==> src/rtl/dffram_mbist_pkg.sv <==
// Shared types and March C- element table for the DFFRAM memory BIST.
// Optional diagnostics are enabled with MBIST_DIAG_EN (see dffram_mbist.sv).
package dffram_mbist_pkg;

    typedef enum logic [1:0] {
        IDLE  = 2'd0,
        RUN   = 2'd1,
        DRAIN = 2'd2,
        DONE  = 2'd3
    } state_t;

    localparam logic [2:0] ELEM_LAST = 3'd5;

    typedef struct packed {
        logic       up;      // ascending address order
        logic [1:0] ops;     // operations per address (1 or 2)
        logic       rd;      // element starts with a read
        logic       wr;      // element contains a write
        logic       rd_val;  // expected background on read
        logic       wr_val;  // background written
    } elem_cfg_t;

    function automatic elem_cfg_t elem_cfg(input logic [2:0] elem);
        elem_cfg_t cfg;
        case (elem)
            3'd0:    cfg = '{up: 1'b1, ops: 2'd1, rd: 1'b0, wr: 1'b1, rd_val: 1'b0, wr_val: 1'b0};
            3'd1:    cfg = '{up: 1'b1, ops: 2'd2, rd: 1'b1, wr: 1'b1, rd_val: 1'b0, wr_val: 1'b1};
            3'd2:    cfg = '{up: 1'b1, ops: 2'd2, rd: 1'b1, wr: 1'b1, rd_val: 1'b1, wr_val: 1'b0};
            3'd3:    cfg = '{up: 1'b0, ops: 2'd2, rd: 1'b1, wr: 1'b1, rd_val: 1'b0, wr_val: 1'b1};
            3'd4:    cfg = '{up: 1'b0, ops: 2'd2, rd: 1'b1, wr: 1'b1, rd_val: 1'b1, wr_val: 1'b0};
            3'd5:    cfg = '{up: 1'b1, ops: 2'd1, rd: 1'b1, wr: 1'b0, rd_val: 1'b0, wr_val: 1'b0};
            default: cfg = '{up: 1'b1, ops: 2'd1, rd: 1'b0, wr: 1'b1, rd_val: 1'b0, wr_val: 1'b0};
        endcase
        return cfg;
    endfunction

    function automatic logic elem_up(input logic [2:0] elem);
        elem_cfg_t cfg;
        cfg = elem_cfg(elem);
        return cfg.up;
    endfunction

endpackage

==> src/rtl/dffram_mbist_cmp.sv <==
// Read-data compare pipeline: RD_LAT-deep expected-value shift register and sticky fail bit.
// With MBIST_DIAG_EN it also captures the first mismatch and counts mismatching reads.
module dffram_mbist_cmp
    import dffram_mbist_pkg::*;
#(
    parameter int AW     = 7,
    parameter int DW     = 32,
    parameter int RD_LAT = 1
) (
    input  logic          CLK,
    input  logic          RSTn,
    input  logic          clr_i,
    input  logic          push_vld_i,
    input  logic [DW-1:0] push_exp_i,
`ifdef MBIST_DIAG_EN
    input  logic [AW-1:0] push_addr_i,
    input  logic [2:0]    push_elem_i,
    output logic [AW-1:0] fail_addr_o,
    output logic [2:0]    fail_elem_o,
    output logic [DW-1:0] fail_syn_o,
    output logic [7:0]    fail_cnt_o,
`endif
    input  logic [DW-1:0] rdata_i,
    output logic          fail_o
);

    logic          vld_q [RD_LAT];
    logic [DW-1:0] exp_q [RD_LAT];
    logic          fail_q;
    logic          mism_s;

    assign mism_s = vld_q[RD_LAT-1] && (rdata_i != exp_q[RD_LAT-1]);
    assign fail_o = fail_q;

    // Expected-value pipeline aligned to the RAM read latency
    always_ff @(posedge CLK) begin
        if (!RSTn) begin
            for (int i = 0; i < RD_LAT; i++) begin
                vld_q[i] <= 1'b0;
                exp_q[i] <= '0;
            end
        end else begin
            vld_q[0] <= push_vld_i;
            exp_q[0] <= push_exp_i;
            for (int i = 1; i < RD_LAT; i++) begin
                vld_q[i] <= vld_q[i-1];
                exp_q[i] <= exp_q[i-1];
            end
        end
    end

    // Sticky fail flag, cleared when a new run is accepted
    always_ff @(posedge CLK) begin
        if (!RSTn) begin
            fail_q <= 1'b0;
        end else if (clr_i) begin
            fail_q <= 1'b0;
        end else if (mism_s) begin
            fail_q <= 1'b1;
        end else begin
            fail_q <= fail_q;
        end
    end

`ifdef MBIST_DIAG_EN
    logic [AW-1:0] addr_q [RD_LAT];
    logic [2:0]    elem_q [RD_LAT];
    logic [AW-1:0] fail_addr_q;
    logic [2:0]    fail_elem_q;
    logic [DW-1:0] fail_syn_q;
    logic [7:0]    fail_cnt_q;

    assign fail_addr_o = fail_addr_q;
    assign fail_elem_o = fail_elem_q;
    assign fail_syn_o  = fail_syn_q;
    assign fail_cnt_o  = fail_cnt_q;

    // Address/element tags travelling alongside the expected value
    always_ff @(posedge CLK) begin
        if (!RSTn) begin
            for (int i = 0; i < RD_LAT; i++) begin
                addr_q[i] <= '0;
                elem_q[i] <= 3'd0;
            end
        end else begin
            addr_q[0] <= push_addr_i;
            elem_q[0] <= push_elem_i;
            for (int i = 1; i < RD_LAT; i++) begin
                addr_q[i] <= addr_q[i-1];
                elem_q[i] <= elem_q[i-1];
            end
        end
    end

    // First-mismatch capture plus saturating mismatch counter
    always_ff @(posedge CLK) begin
        if (!RSTn || clr_i) begin
            fail_addr_q <= '0;
            fail_elem_q <= 3'd0;
            fail_syn_q  <= '0;
            fail_cnt_q  <= 8'd0;
        end else if (mism_s) begin
            if (!fail_q) begin
                fail_addr_q <= addr_q[RD_LAT-1];
                fail_elem_q <= elem_q[RD_LAT-1];
                fail_syn_q  <= rdata_i ^ exp_q[RD_LAT-1];
            end
            if (fail_cnt_q != 8'hFF) begin
                fail_cnt_q <= fail_cnt_q + 8'd1;
            end
        end
    end
`endif

endmodule

==> src/rtl/dffram_mbist.sv <==
// March C- BIST initiator for DFFRAM single-port macros; muxes the RAM port between system and BIST.
// Define MBIST_DIAG_EN to add first-fail address/element/syndrome and a mismatch count.
module dffram_mbist
    import dffram_mbist_pkg::*;
#(
    parameter int AW     = 7,
    parameter int WSIZE  = 4,
    parameter int RD_LAT = 1
) (
    input  logic                 CLK,
    input  logic                 RSTn,
    input  logic                 start,
    output logic                 busy,
    output logic                 done,
    output logic                 pass,
`ifdef MBIST_DIAG_EN
    output logic [AW-1:0]        fail_addr,
    output logic [2:0]           fail_elem,
    output logic [8*WSIZE-1:0]   fail_syn,
    output logic [7:0]           fail_cnt,
`endif
    input  logic [WSIZE-1:0]     sys_WE0,
    input  logic                 sys_EN0,
    input  logic [AW-1:0]        sys_A0,
    input  logic [8*WSIZE-1:0]   sys_Di0,
    output logic [8*WSIZE-1:0]   sys_Do0,
    output logic [WSIZE-1:0]     WE0,
    output logic                 EN0,
    output logic [AW-1:0]        A0,
    output logic [8*WSIZE-1:0]   Di0,
    input  logic [8*WSIZE-1:0]   Do0
);

    localparam int DW  = 8 * WSIZE;
    localparam int DCW = (RD_LAT > 1) ? $clog2(RD_LAT) : 1;
    localparam logic [DCW-1:0] DRAIN_LAST = DCW'(RD_LAT - 1);
    localparam logic [AW-1:0]  ADDR_ONE   = AW'(1);
    localparam logic [AW-1:0]  ADDR_TOP   = '1;

    state_t         state_q, state_d;
    logic [2:0]     elem_q, elem_d;
    logic [AW-1:0]  addr_q, addr_d;
    logic           phase_q, phase_d;
    logic [DCW-1:0] drain_q, drain_d;
    logic           done_q, done_d;
    logic           pass_q, pass_d;

    elem_cfg_t cfg_s;
    logic      is_rd_s, is_wr_s, last_op_s, addr_end_s, start_acc_s, fail_s;

    assign cfg_s       = elem_cfg(elem_q);
    assign is_rd_s     = cfg_s.rd && !phase_q;
    assign is_wr_s     = cfg_s.wr && (cfg_s.rd ? phase_q : 1'b1);
    assign last_op_s   = (cfg_s.ops == 2'd2) ? phase_q : 1'b1;
    assign addr_end_s  = cfg_s.up ? (addr_q == ADDR_TOP) : (addr_q == '0);
    assign start_acc_s = start && ((state_q == IDLE) || (state_q == DONE));
    assign busy        = (state_q == RUN) || (state_q == DRAIN);
    assign done        = done_q;
    assign pass        = pass_q;
    assign sys_Do0     = Do0;

    // State and counter registers
    always_ff @(posedge CLK) begin
        if (!RSTn) begin
            state_q <= IDLE;
            elem_q  <= 3'd0;
            addr_q  <= '0;
            phase_q <= 1'b0;
            drain_q <= '0;
            done_q  <= 1'b0;
            pass_q  <= 1'b0;
        end else begin
            state_q <= state_d;
            elem_q  <= elem_d;
            addr_q  <= addr_d;
            phase_q <= phase_d;
            drain_q <= drain_d;
            done_q  <= done_d;
            pass_q  <= pass_d;
        end
    end

    // Next-state: walk elements/addresses, then drain the compare pipe
    always_comb begin
        state_d = state_q;
        elem_d  = elem_q;
        addr_d  = addr_q;
        phase_d = phase_q;
        drain_d = drain_q;
        case (state_q)
            IDLE, DONE: begin
                if (start) begin
                    state_d = RUN;
                    elem_d  = 3'd0;
                    addr_d  = '0;
                    phase_d = 1'b0;
                end else begin
                    state_d = state_q;
                end
            end
            RUN: begin
                if (!last_op_s) begin
                    phase_d = 1'b1;
                end else if (!addr_end_s) begin
                    phase_d = 1'b0;
                    addr_d  = cfg_s.up ? (addr_q + ADDR_ONE) : (addr_q - ADDR_ONE);
                end else if (elem_q == ELEM_LAST) begin
                    phase_d = 1'b0;
                    state_d = DRAIN;
                    drain_d = '0;
                end else begin
                    phase_d = 1'b0;
                    elem_d  = elem_q + 3'd1;
                    addr_d  = elem_up(elem_q + 3'd1) ? '0 : ADDR_TOP;
                end
            end
            DRAIN: begin
                if (drain_q == DRAIN_LAST) begin
                    state_d = DONE;
                end else begin
                    drain_d = drain_q + DCW'(1);
                end
            end
            default: state_d = IDLE;
        endcase
        // done/pass trail entry into DONE by one cycle so the last compare is included
        done_d = (state_q == DONE) && !start;
        pass_d = done_d && !fail_s;
    end

    // RAM port mux: BIST owns the port while busy
    always_comb begin
        if (busy) begin
            WE0 = is_wr_s && (state_q == RUN) ? {WSIZE{1'b1}} : {WSIZE{1'b0}};
            EN0 = (state_q == RUN);
            A0  = addr_q;
            Di0 = {DW{cfg_s.wr_val}};
        end else begin
            WE0 = sys_WE0;
            EN0 = sys_EN0;
            A0  = sys_A0;
            Di0 = sys_Di0;
        end
    end

`ifdef MBIST_DIAG_EN
    dffram_mbist_cmp #(.AW(AW), .DW(DW), .RD_LAT(RD_LAT)) u_cmp (
        .CLK         (CLK),
        .RSTn        (RSTn),
        .clr_i       (start_acc_s),
        .push_vld_i  ((state_q == RUN) && is_rd_s),
        .push_exp_i  ({DW{cfg_s.rd_val}}),
        .push_addr_i (addr_q),
        .push_elem_i (elem_q),
        .fail_addr_o (fail_addr),
        .fail_elem_o (fail_elem),
        .fail_syn_o  (fail_syn),
        .fail_cnt_o  (fail_cnt),
        .rdata_i     (Do0),
        .fail_o      (fail_s)
    );
`else
    dffram_mbist_cmp #(.AW(AW), .DW(DW), .RD_LAT(RD_LAT)) u_cmp (
        .CLK        (CLK),
        .RSTn       (RSTn),
        .clr_i      (start_acc_s),
        .push_vld_i ((state_q == RUN) && is_rd_s),
        .push_exp_i ({DW{cfg_s.rd_val}}),
        .rdata_i    (Do0),
        .fail_o     (fail_s)
    );
`endif

endmodule

==> config.mk <==
export PLATFORM = sky130hd
export DESIGN_NAME = dffram_mbist
export DESIGN_NICKNAME = d
export VERILOG_FILES = /design/src/rtl/dffram_mbist_pkg.sv /design/src/rtl/dffram_mbist_cmp.sv /design/src/rtl/dffram_mbist.sv
export SDC_FILE = /design/constraint.sdc
export NUM_CORES = 1
export LEC_CHECK = 0
export CAP_MARGIN = 20
export CELL_PAD_IN_SITES_DETAIL_PLACEMENT = 1
export CELL_PAD_IN_SITES_GLOBAL_PLACEMENT = 1
export CORE_ASPECT_RATIO = 1.2
export CORE_MARGIN = 2
export CORE_UTILIZATION = 20
export DETAILED_ROUTE_END_ITERATION = 8
export GPL_TIMING_DRIVEN = 0
export MAX_ROUTING_LAYER = met4
export PLACE_DENSITY_LB_ADDON = 0.1
export SLEW_MARGIN = 15
export SYNTH_ARGS = -nofsm -noshare
export SYNTH_HDL_FRONTEND = slang
export SYNTH_SLANG_ARGS = --single-unit
==> constraint.sdc <==
create_clock -name CLK -period 2.74 [get_ports CLK]
set_input_delay 0.274 -clock CLK [delete_from_list [all_inputs] [get_ports CLK]]
set_output_delay 0.274 -clock CLK [all_outputs]
set_load 0.005 [all_outputs]
* Word level (Yosys, flattened, before mapping)
Memory sizes are Yosys's and may differ from the RTL's.
Index checks and enable logic that the tools add are counted.
** Storage, ports and cells
- Register bits :: 17
- Bits in latches :: 0
- RAM bits :: 33
- Bits in read-only memories :: 0
- Bits of input ports :: 79
- Output and inout port bits :: 79
- Logic and storage cells :: 110
- Memories kept :: 2
** Operators by class
- $add $sub $neg :: 4
- Multipliers :: 0
- Div/mod/pow operators :: 0
- $lt $le $gt $ge :: 0
- Eq/ne operators :: 23
- Shifts and indexed selects :: 0
- Multiplexer cells :: 46
- Bitwise gates (word level) :: 1
- Reductions and logical operators :: 26
** Memories
- u_cmp.exp_q :: depth 1, width 32, read ports 1, clocked after memory_dff 0, write ports 1, RTL line dffram_mbist_cmp.sv:28 : logic [DW-1:0] exp_q [RD_LAT];
- u_cmp.vld_q :: depth 1, width 1, read ports 1, clocked after memory_dff 0, write ports 1, RTL line dffram_mbist_cmp.sv:27 : logic vld_q [RD_LAT];
** Operator list (number)
- $mux W7 :: 11
- $pmux W7 S5 :: 2
- $mux W32 :: 2
- $ne A32 B32 Y1 :: 1
- $reduce_or A32 Y1 :: 1
- $mux W1 :: 15
- $pmux W7 S2 :: 1
- $eq A3 B2 Y1 const B :: 4
- $eq A3 B3 Y1 const B :: 4
- $mux W3 :: 4
- $mux W2 :: 5
- $ne A2 B2 Y1 const B :: 5
- $reduce_and A5 Y1 :: 2
- $logic_and A1 B1 Y1 :: 8
- $mux W4 :: 2
- $reduce_and A4 Y1 :: 2
- $add A7 B1 Y7 const B :: 1
- $eq A7 B7 Y1 const B :: 1
- $logic_not A7 Y1 :: 1
- $sub A7 B1 Y7 const B :: 1
- $eq A2 B2 Y1 const B :: 3
- $eq A3 B1 Y1 const B :: 2
- $pmux W2 S3 :: 1
- $pmux W3 S2 :: 1
- 14 further kinds :: 20

* Logic depth before layout (Yosys ltp)
- Depth in word-level cells :: 12
- Gate-level depth with buffers :: 12
- Gate-level depth less buffers :: 11

* Modules after synthesis
From an unflattened synthesis, not the netlist that was laid out.
** Unflattened totals
- Cells, all modules :: 370
- Area total of the unflattened synthesis :: 3105.5 µm²
** By module, submodules not included
- dffram_mbist :: times used 1, cells an instance 254, area each 1818.0 µm², seq. area each 300.3 µm²
- dffram_mbist_cmp :: times used 1, cells an instance 116, area each 1287.5 µm², seq. area each 680.7 µm²

* Worst setup path after synthesis
No wires, ideal clock.
- Path type :: flip-flop to flip-flop
- From :: register elem_q[2]
- To :: register addr_q[6]
- Library setup time :: 0.117 ns
- Arrival :: 2.842 ns
- Required time :: 2.623 ns
- Slack :: -0.219 ns
- Cell stages (with the launch flop) :: 13
- Path buffers :: 1
- Clock period less this slack :: 2.959 ns
- Cell sequence :: dfxtp_1 -> buf_6 -> inv_1 -> ha_1 -> or4_1 -> o31ai_2 -> ha_1 -> a21oi_1 -> nor2b_1 -> a311oi_1 -> xnor2_1 -> a21bo_2 -> a22o_1
** On the way
- Longest elaborated chain between the ends :: 12
- Elaborated cells on any way between the ends :: 29
- Classes of those cells :: add/sub: 1; eq/ne: 13; mux: 14; reduce/logical: 1
** RTL lines
- start, declared :: RTL line dffram_mbist.sv:41 : logic [2:0] elem_q, elem_d;
- start signal, assigned :: RTL line dffram_mbist.sv:74 : elem_q <= elem_d;
- $add A3 B1 Y3 :: RTL line dffram_mbist.sv:114 : addr_d = elem_up(elem_q + 3'd1) ? '0 : ADDR_TOP;
- $eq A3 B3 Y1 (tied with other cells) :: RTL line dffram_mbist_pkg.sv:25 : case (elem)
- $pmux W7 S5 :: RTL line dffram_mbist_pkg.sv:25
- $mux W7 :: RTL line dffram_mbist.sv:107 : end else if (elem_q == ELEM_LAST) begin
- $mux W7 :: RTL line dffram_mbist.sv:104 : end else if (!addr_end_s) begin
- $mux W7 :: RTL line dffram_mbist.sv:102 : if (!last_op_s) begin
- $mux W7 :: RTL line dffram_mbist.sv:90 : case (state_q)
- $mux W7 :: RTL line dffram_mbist.sv:114
- $mux W7 :: RTL line dffram_mbist.sv:107
- $mux W7 :: RTL line dffram_mbist.sv:104
- $mux W7 :: RTL line dffram_mbist.sv:102
- $pmux W7 S2 :: RTL line dffram_mbist.sv:90
- end signal, assigned :: RTL line dffram_mbist.sv:75 : addr_q <= addr_d;
- end, declared :: RTL line dffram_mbist.sv:42 : logic [AW-1:0] addr_q, addr_d;
Parallel ways exist; a longest one is shown, timed or not. The select of a mux whose other input is x is not followed.
A chain may end at the register's enable or synchronous reset.

* Worst setup path after layout
- From :: register elem_q[1]
- To :: register addr_q[6]
The elaborated chain is that of the path after synthesis.

==> flow_summary.toml <==
[outcome]
outcome = "finished with violations"
violations = "setup timing"

[final_layout]
num-nets-final = 545
n_fill_cell = 1163
post-route-util_pct = 42.4
layout_common_cells = "clkdlybuf4s50_1 (157), buf_4 (55), a21o_1 (37), nand2_1 (22), nor2_1 (17)"
final_common_cell = "clkdlybuf4s50_1"
antenna_cells = 0
areaGrowthSynthToFinish_pct = 105
drive_gt1_share_pct = 23.3

[timing]
period_share_pct = 102
max_freq_mhz = 359
setup_tns_ns = -0.0735
clock_skew_ns = 0.00628
hold_viol_final = 0
drv_slew = 0
period_needed_ns = 2.78
slew_headroom_pct = 63.3
tightest_slew_ns = 0.550
fin_ws_ns = -0.0420
grt_setup_unrepaired = "true"
final-setup-viol-count = 2

[synthesis]
syn-num-nets = 365
yosysUniqueCellTypes = 44
yosys_warnings = 0
synth_ff_type = "dfxtp_1"
yosysTopAreaCellShare_pct = 17.3
netlist_instances = 268
yosys-top-cells-area = "dfxtp_1 (17%), a21o_1 (13%), buf_4 (12%)"
ys_ff_latch = 18
synth_area_leader_cell = "dfxtp_1"
syn_area_um2 = 2080
yosysSeqAreaShare_pct = 17.3
avgSynthCellArea_um2 = 7.77
async_flop_share_pct = 0
synth-edff-count = 0

[clock_tree]
clkSlewWorstSetupHoldPaths_ns = 0.06
cts_tree = "built"
htreeDepth = 1
cts.sinks = 18
clk_latency_ns = 0.25
cts_root_buffer = "clkbuf_16"
cts_buffers = 3
cts.path.max_buffers = 2

[worst_setup_path]
cp-end-kind = "register"
reg2reg_from = "elem_q[1]"
cp.arrival_ns = 2.93
worst_path_largest_cell_delay_ns = 0.43
startpoint_type = "register"
crit_type = "register to register"
cp_max_fo = 7
critPathBufInv = 3
critPathSlowestCell = "or4_4"
startpoint = "elem_q[1]"
cp_cell_sequence = "buf_6 > ha_4 > or4_4 > o31ai_4 > buf_4 > ha_4 > buf_4 > a311oi_2 > xnor2_1 > a21bo_2 > a22o_1"
crit_required_ns = 2.89
cpLargestDelayFamily = "compound AO/OA/AOI/OAI gates"

[routing]
route.vias.total = 2613
firstDrtPassIters = 4
routed_wl_mm = 8.27
drc = 0
ant_nets = 0
drtIter0Drc = 59
wl_per_cell_um = 14.4
via_per_inst = 4.56

[placement]
hpwl_mm = 6.62
gp_congestion = 0.760
post-place-ws_ns = -0.404
port-buffer-count = 157

[pwr]
power.switching_mw = 1.08
swShare_pct = 36.7
pwr-share-clk_pct = 11.1
intPower_mw = 1.87
p_comb_share_pct = 77.6
leakage_nw = 1.89
irDropWorstVdd_v = 0.000390
p_seq_share_pct = 11.3
p_per_area_nw_per_um2 = 693

[floorplanning]
dieArea_um2 = 11300
start_util_pct = 20.7
die_h_um = 116
fp.coreArea_um2 = 10100
rows = 40
die_w_um = 97.2
ioPinCount = 158

[global_routing]
gr-total-overflow = 0
grt_max_degree = 11
antenna_found_initial = 0
grt_pass1_wl_mm = 13.1
grt_util_all_layers_pct = 14.4
first_global_vias = 2710

[min_path]
min-delay-start = "u_cmp.fail_o"
hold_path_class = "register to register"

[job]
cap_violations = 0
[power groups by stage]
stage / sequential (mW) / combinational [mW] / clock [mW]
finish: 0.335 / 2.29 / 0.327
detailed placement: 0.338 / 2.19 / 0
CTS: 0.335 / 2.27 / 0.332
floorplan: 0.326 / 0.989 / 0
global placement: 0.337 / 2.19 / 0
global route: 0.340 / 2.51 / 0.341
[per-layer routing]
metal	vias up	track usage, %	wire [um]
met2	114	25.5	4130
met1	1191	17.4	3580
met5	-	-	0
met3	7	2.29	503
li1	1301	-	-
met4	0	2.82	56
[cells in the mapped netlist, types with 2 or more instances]
library cell and count:
or4_1 4, nor4_1 5, nand2_1 22, inv_1 11, nor2_1 17, a211oi_1 6
o21ai_0 7, buf_6 2, clkbuf_1 7, nand3_1 5, a22o_1 7, or3_1 5
nor2b_1 3, buf_4 34, nor3_1 10, a21bo_2 2, xnor2_1 2, a21o_1 37
ha_1 17, a31oi_1 3, dfxtp_1 18, a21oi_1 12, xor2_1 2, mux2_2 6
nand4_1 5
[path summary, 6_finish.rpt]
path,end,slack [ns],cells past startpoint
max,addr_q[6],-0.04,11
min,pass,0.42,1
max reg2reg,addr_q[6],-0.04,11
min reg2reg,pass,0.42,1
[layout make-up]
type,count,area [um2],share of cell area [%]
Timing Repair Buffer,176,1730,40.6
Multi-Input combinational cell,194,1550,36.4
Sequential cell,18,369,8.66
Buffer,44,320,7.51
Tap cell,126,158,3.70
Clock buffer,4,88.8,2.08
Inverter,11,45.0,1.06
[sequential cells by signal, indices dropped and copies added, names as in the netlist]
register / flops
u_cmp.vld_q: 1
addr_q: 7
pass: 1
u_cmp.exp_q: 1
state_q: 2
elem_q: 3
phase_q: 1
u_cmp.fail_o: 1
done: 1
[stage by stage]
stage / instances / area (um2) / power, mW / hold slack [ns]
6_report: 573 / 4260 / 2.95 / 0.424
3_3_place_gp: 551 / 3840 / 2.53 / 0.423
3_5_place_dp: 551 / 3840 / 2.53 / 0.426
4_1_cts: 568 / 4160 / 2.94 / 0.434
2_1_floorplan: 268 / 2110 / 1.31 / 0.346
5_1_grt: 573 / 4260 / 3.19 / 0.461
[logic make-up after synthesis]
logic type / Yosys count / synth area share (%)
fa+ha+maj: 18 / 11.2
buf+inv: 56 / 17.0
compound gates: 85 / 30.0
flops: 18 / 17.3
mux: 7 / 3.72
xor+xnor: 4 / 1.68
simple gates: 80 / 19.2
[repair_timing]
action | in CTS | in global routing
pin swaps | 15 | 10
gates cloned | 0 | 0
hold buffers | 0 | 0
setup endpoints to repair | 47 | 45
buffers inserted | 13 | 6
resized for setup | 30 | 17
(Power assumes the default switching activity.)
==> RTL change 1 (same settings) <==
Build with the macro `MBIST_DIAG_EN` defined.
--- a/src/rtl/dffram_mbist_cmp.sv
+++ b/src/rtl/dffram_mbist_cmp.sv
@@ -1,4 +1,6 @@
 // Read-data compare pipeline: RD_LAT-deep expected-value shift register and sticky fail bit.
 // With MBIST_DIAG_EN it also captures the first mismatch and counts mismatching reads.
+`define MBIST_DIAG_EN
+
 module dffram_mbist_cmp
     import dffram_mbist_pkg::*;
Behaviour (old outputs only; new: fail_addr, fail_cnt, fail_elem and fail_syn): unchanged (Yosys induction, for registers that start in step).
==> RTL change 1 against the unedited design <==
  * Core utilization fell by 9.2 points
  * Synthesized area rose by 130%
  * Combinational power fell by 9.2%
  * Power rose by 57%
  * Critical path depth fell by 4
  * Final area rose by 80%
  * Setup slack improved by 0.15 ns
  * Global-route usage rose by 0.49 points
  * Sequential share of layout area rose by 12 points
  * Cell count rose by 90%
  * Sequential cell count rose by 60
  * Clock power rose to 4.2 times the old value
  * Via count rose by 79%
  * The flow now finishes without violations
  * Wire length rose by 120%
==> RTL change 1: results (changes against the unedited design) <==
outcome=finished, final reports clean (was finished, violations left); Routed wire per std cell=16.3 µm (was 14.4 µm); Placed Cells=1071 (was 551); Detail Route met3 WL=892 µm (was 503 µm); dominant cells by area after synthesis=dfxtp_1 (33%), a211oi_2 (8.8%), nand2_1 (8.1%) (was dfxtp_1 (17%), a21o_1 (13%), buf_4 (12%)); Critical Path Fanout Max=10 (was 7); crit path DAT=2.36 ns (was 2.93 ns); Reg2Reg Setup Slack=0.13 ns (was -0.04 ns); Post-Syn Area per Cell=8.53 µm² (was 7.77 µm²); critical path endpoint=WE0[0] (was addr_q[6]$_SDFFE_PN0P_); first-pass GRT wire length=27.6 mm (was 13.1 mm); Worst Hold End=u_cmp.elem_q[0][0]$_SDFF_PN0_ (was pass$_SDFF_PN0_); sequential cell area fraction in the yosys report=33.3% (was 17.3%); Inverters=9 (was 11); FFs & Latches=78 (was 18); Yosys cell types=50 (was 44); multi-input gate count=396 (was 194); DP Worst Slack=-0.441 ns (was -0.404 ns); register cell area after layout=1570 µm² (was 369 µm²); via-per-instance ratio=4.28 (was 4.56); Post-Route Utilization=33.2% (was 42.4%); PortBufs=206 (was 157); Primary FF master, synth=dfxtp_1 (unchanged); r2r worst-path depth=12 (was 11); setup ws final=0.110 ns (was -0.0420 ns); hold path cells=3 (was 1); Pleak=2.96 nW (was 1.89 nW); largest net degree at the start of global routing=13 (was 11); worst vdd ir=0.000321 V (was 0.000390 V); Crit-path slowest cell=clkdlybuf4s50_1 (was or4_4); CP top delay family=buffers and inverters (was compound AO/OA/AOI/OAI gates); DP HPWL=14.5 mm (was 6.62 mm); post-synthesis net count=648 (was 365); fillers=2692 (was 1163); share of cells above drive strength 1=18.2% (was 23.3%); Setup Skew=0.00861 ns (was 0.00628 ns); crit path from=state_q[0]$_SDFFE_PN0P_ (was elem_q[1]$_SDFFE_PN0P_); most frequent cells after synthesis=nand2_1 (101), dfxtp_1 (78), nor2_1 (44) (was a21o_1 (37), buf_4 (34), nand2_1 (22)); crit-path max cell delay=0.52 ns (was 0.43 ns); bufs w/o clock=280 (was 220); H-tree levels=3 (was 1); Mapped Area=4690 µm² (was 2080 µm²); 1st-iter DRT viols=90 (was 59); CTS Buf Count=9 (was 3); routed wl met2=9.56 mm (was 4.13 mm); placed standard-cell area=7150 µm² (was 3840 µm²); Clock buf/inv share=4.22% (was 2.08%); Hold WC Path Type=in -> reg (was reg -> reg); GRT Total Usage=14.9% (was 14.4%); WHS=0.361 ns (was 0.424 ns); Nets=872 (was 545); worst reg2reg startpoint=elem_q[0]$_SDFFE_PN0P_ (was elem_q[1]$_SDFFE_PN0P_); met1 WL=7.15 mm (was 3.58 mm); GP Congestion=0.750 (was 0.760); NonClk Buf Share=33.6% (was 48.1%); root buf cell=clkbuf_16 (unchanged); insertion delay to the later sink of the worst-skew pair=0.34 ns (was 0.25 ns); vias in the first global route=5155 (was 2710)
[RTL change 1: where the power goes]
group | switching [mW] | internal, mW | leakage [nW]
Combinational | 0.951 | 1.13 | 2.17
Sequential | 0.0270 | 1.16 | 0.630
Clock | 0.481 | 0.877 | 0.157
Total | 1.46 | 3.17 | 2.96
[RTL change 1: per-layer routing]
layer,vias to the layer above,global-route usage [%]
met5,-,-
met3,17,2.81
li1,2323,-
met2,145,27.7
met4,0,4.13
met1,2185,16.0
[RTL change 1: cell families after synthesis]
logic type,Yosys count,share of synthesized area [%]
mux,20,4.48
compound gates,104,19.1
fa+ha+maj,19,5.23
xor+xnor,36,6.72
buf+inv,76,9.76
flops,78,33.3
simple gates,217,21.4
[RTL change 1: what timing repair did]
item	in CTS	in global routing
setup endpoints to repair	69	51
gates resized for setup	41	9
setup buffers	9	0
pin swaps	7	9
==> RTL change 2 (same flow settings) <==
Made on the original files. Encoding of `state_t`: now Gray code (2 bits for 4 states).
--- a/src/rtl/dffram_mbist_pkg.sv
+++ b/src/rtl/dffram_mbist_pkg.sv
@@ -4,8 +4,8 @@
 
     typedef enum logic [1:0] {
-        IDLE  = 2'd0,
-        RUN   = 2'd1,
-        DRAIN = 2'd2,
-        DONE  = 2'd3
+        IDLE  = 2'b00,
+        RUN   = 2'b01,
+        DRAIN = 2'b11,
+        DONE  = 2'b10
     } state_t;
 
Formal check against the unedited RTL: same outputs for any inputs over 10 cycles, from zero or initial values and one cycle with RSTn low; not proved beyond that.
==> RTL change 2 against the unedited design <==
  * Synthesized area is 0.72% higher
  * The flow still finishes with violations (setup timing)
  * Largest cell class unchanged
  * Sequential cell count did not move
  * Final area shrank 0.85%
  * Setup slack worse by 0.026 ns
  * Wire length up 10%
  * Fmax down 0.94%
Power is not compared: it rests on default switching activity, and its combinational part moved more than twofold at a synthesized area within 25%.
==> RTL change 2: results (changes against the unedited design) <==
outcome=finished, violations left (unchanged); failing checks=setup timing (unchanged); sequential cell area fraction in the yosys report=17.2% (was 17.3%); Pleak=1.77 nW; r2r worst-path depth=12 (was 11); WHS=0.424 ns (about the same); post-synthesis net count=381 (was 365); GRT Total Usage=15.7% (was 14.4%); share of cells above drive strength 1=20.5% (was 23.3%); Worst-path clk slew=0.06 ns (about the same); worst vdd ir=0.000194 V; final-report setup violation count=1 (was 2); synthesized instance count=288 (was 268); drt pass-1 iters=4 (unchanged); GP Congestion=0.776 (was 0.760); Worst Tran Pin Value=0.603 ns (was 0.550 ns); via-per-instance ratio=4.39 (was 4.56); multi-input gate count=183 (was 194); Diodes inserted=0 (unchanged); hold path cells=1 (unchanged); vias in the first global route=2673 (was 2710); Inverters=43 (was 11); fraction of area in multi-input gates=33.1% (was 36.4%); Placed Cells=571 (was 551); vias=2614 (was 2613); most frequent cells after synthesis=inv_1 (42), o21ai_0 (37), buf_4 (33) (was a21o_1 (37), buf_4 (34), nand2_1 (22)); worst reg2reg startpoint=elem_q[1]$_SDFFE_PN0P_ (unchanged); setup ws final=-0.0683 ns (was -0.0420 ns); Yosys cell types=49 (was 44); bufs w/o clock=221 (was 220); DP HPWL=7.51 mm (was 6.62 mm); CP top delay family=compound AO/OA/AOI/OAI gates (unchanged); Setup Skew=0.00121 ns (was 0.00628 ns); crit-path max cell delay=0.52 ns (was 0.43 ns); root buf cell=clkbuf_16 (unchanged); FF-to-FF End=addr_q[6]$_SDFFE_PN0P_ (unchanged); Clock buf/inv share=2.10% (was 2.08%); final setup TNS=-0.0683 ns (was -0.0735 ns); Nets=563 (was 545); PortBufs=157 (unchanged); NonClk Buf Share=48.2% (was 48.1%); dominant cells by area after synthesis=dfxtp_1 (17%), buf_4 (12%), o21ai_0 (8.8%) (was dfxtp_1 (17%), a21o_1 (13%), buf_4 (12%)); Routed wire per std cell=15.3 µm (was 14.4 µm); fillers=1214 (was 1163); register cell area after layout=372 µm² (was 369 µm²); Crit-path slowest cell=or4_4 (unchanged); first-pass GRT wire length=14.1 mm (was 13.1 mm); crit path DAT=2.95 ns (was 2.93 ns); insertion delay to the later sink of the worst-skew pair=0.25 ns (about the same); 1st-iter DRT viols=60 (was 59)
## RTL change 2: changes by cell type after synthesis, moves of 5 or more
cell / unedited run / this run
a21o_1: 37 / 2
inv_1: 11 / 42
o21ai_0: 7 / 37
mux2_1: 0 / 7
nor2_1: 17 / 10
a21oi_1: 12 / 6
mux2_2: 6 / 0
o21ai_1: 1 / 7
nor2b_1: 3 / 8
or3_1: 5 / 0
## RTL change 2: timing repair
| action | CTS | global route |
|---|---|---|
| endpoints found under the setup margin | 4 | 44 |
| hold buffers | 0 | 0 |
| pin swaps | 9 | 15 |
| resized for setup | 14 | 17 |
| buffers inserted | 12 | 9 |
## RTL change 2: power breakdown
| group | switching (mW) | internal [mW] | leakage, nW |
|---|---|---|---|
| logic | 0.176 | 0.326 | 1.58 |
| clock network | 0.110 | 0.222 | 0.0442 |
| registers | 0.00868 | 0.265 | 0.148 |
## RTL change 2: metal layers
metal	part of all wire (%)	GRT usage (%)	up-vias
met1	39	16.9	1196
met5	0	-	-
met2	55	30.4	95
met4	1.0	3.52	0
li1	-	-	1315
met3	4.7	2.51	8
## RTL change 2: logic make-up after synthesis
family,Yosys count,synth area share (%)
adder cells (fa/ha/maj),14,8.71
XOR/XNOR,4,1.67
multiplexers,12,6.62
flip-flops,18,17.2
buffers and inverters,87,22.1
AO/OA/AOI/OAI,76,24.7
AND/OR/NAND/NOR,77,19.0
## RTL change 2: worst register-to-register path, cell delays in order (launching register included)
cell and delay [ns]:
dfxtp_4 0.40, inv_4 0.05, ha_4 0.15, or4_4 0.52, o31ai_4 0.08, buf_12 0.18
ha_4 0.22, a21oi_2 0.12, nor2b_1 0.06, a311oi_2 0.31, xnor2_2 0.13, a21o_1 0.17
a221o_1 0.31
## RTL change 2: through the flow
step	worst slack, ns	utilization [%]	instance area, µm²
3_3_place_gp	-0.325	38.3	3870
5_1_grt	-0.186	41.8	4230
2_1_floorplan	-0.0711	-	2140
3_5_place_dp	-0.372	38.3	3870
4_1_cts	-0.126	40.6	4100
6_report	-0.0683	41.8	4230
## RTL change 2: worst max path at each step
stage / start / endpoint / cells after the start
floorplan: elem_q[2]$_SDFFE_PN0P_ / addr_q[6]$_SDFFE_PN0P_ / 10
global placement: elem_q[0]$_SDFFE_PN0P_ / addr_q[6]$_SDFFE_PN0P_ / 11
detailed placement: elem_q[0]$_SDFFE_PN0P_ / addr_q[6]$_SDFFE_PN0P_ / 11
CTS: elem_q[1]$_SDFFE_PN0P_ / addr_q[6]$_SDFFE_PN0P_ / 12
global route: elem_q[1]$_SDFFE_PN0P_ / addr_q[6]$_SDFFE_PN0P_ / 13
finish: elem_q[1]$_SDFFE_PN0P_ / addr_q[6]$_SDFFE_PN0P_ / 12
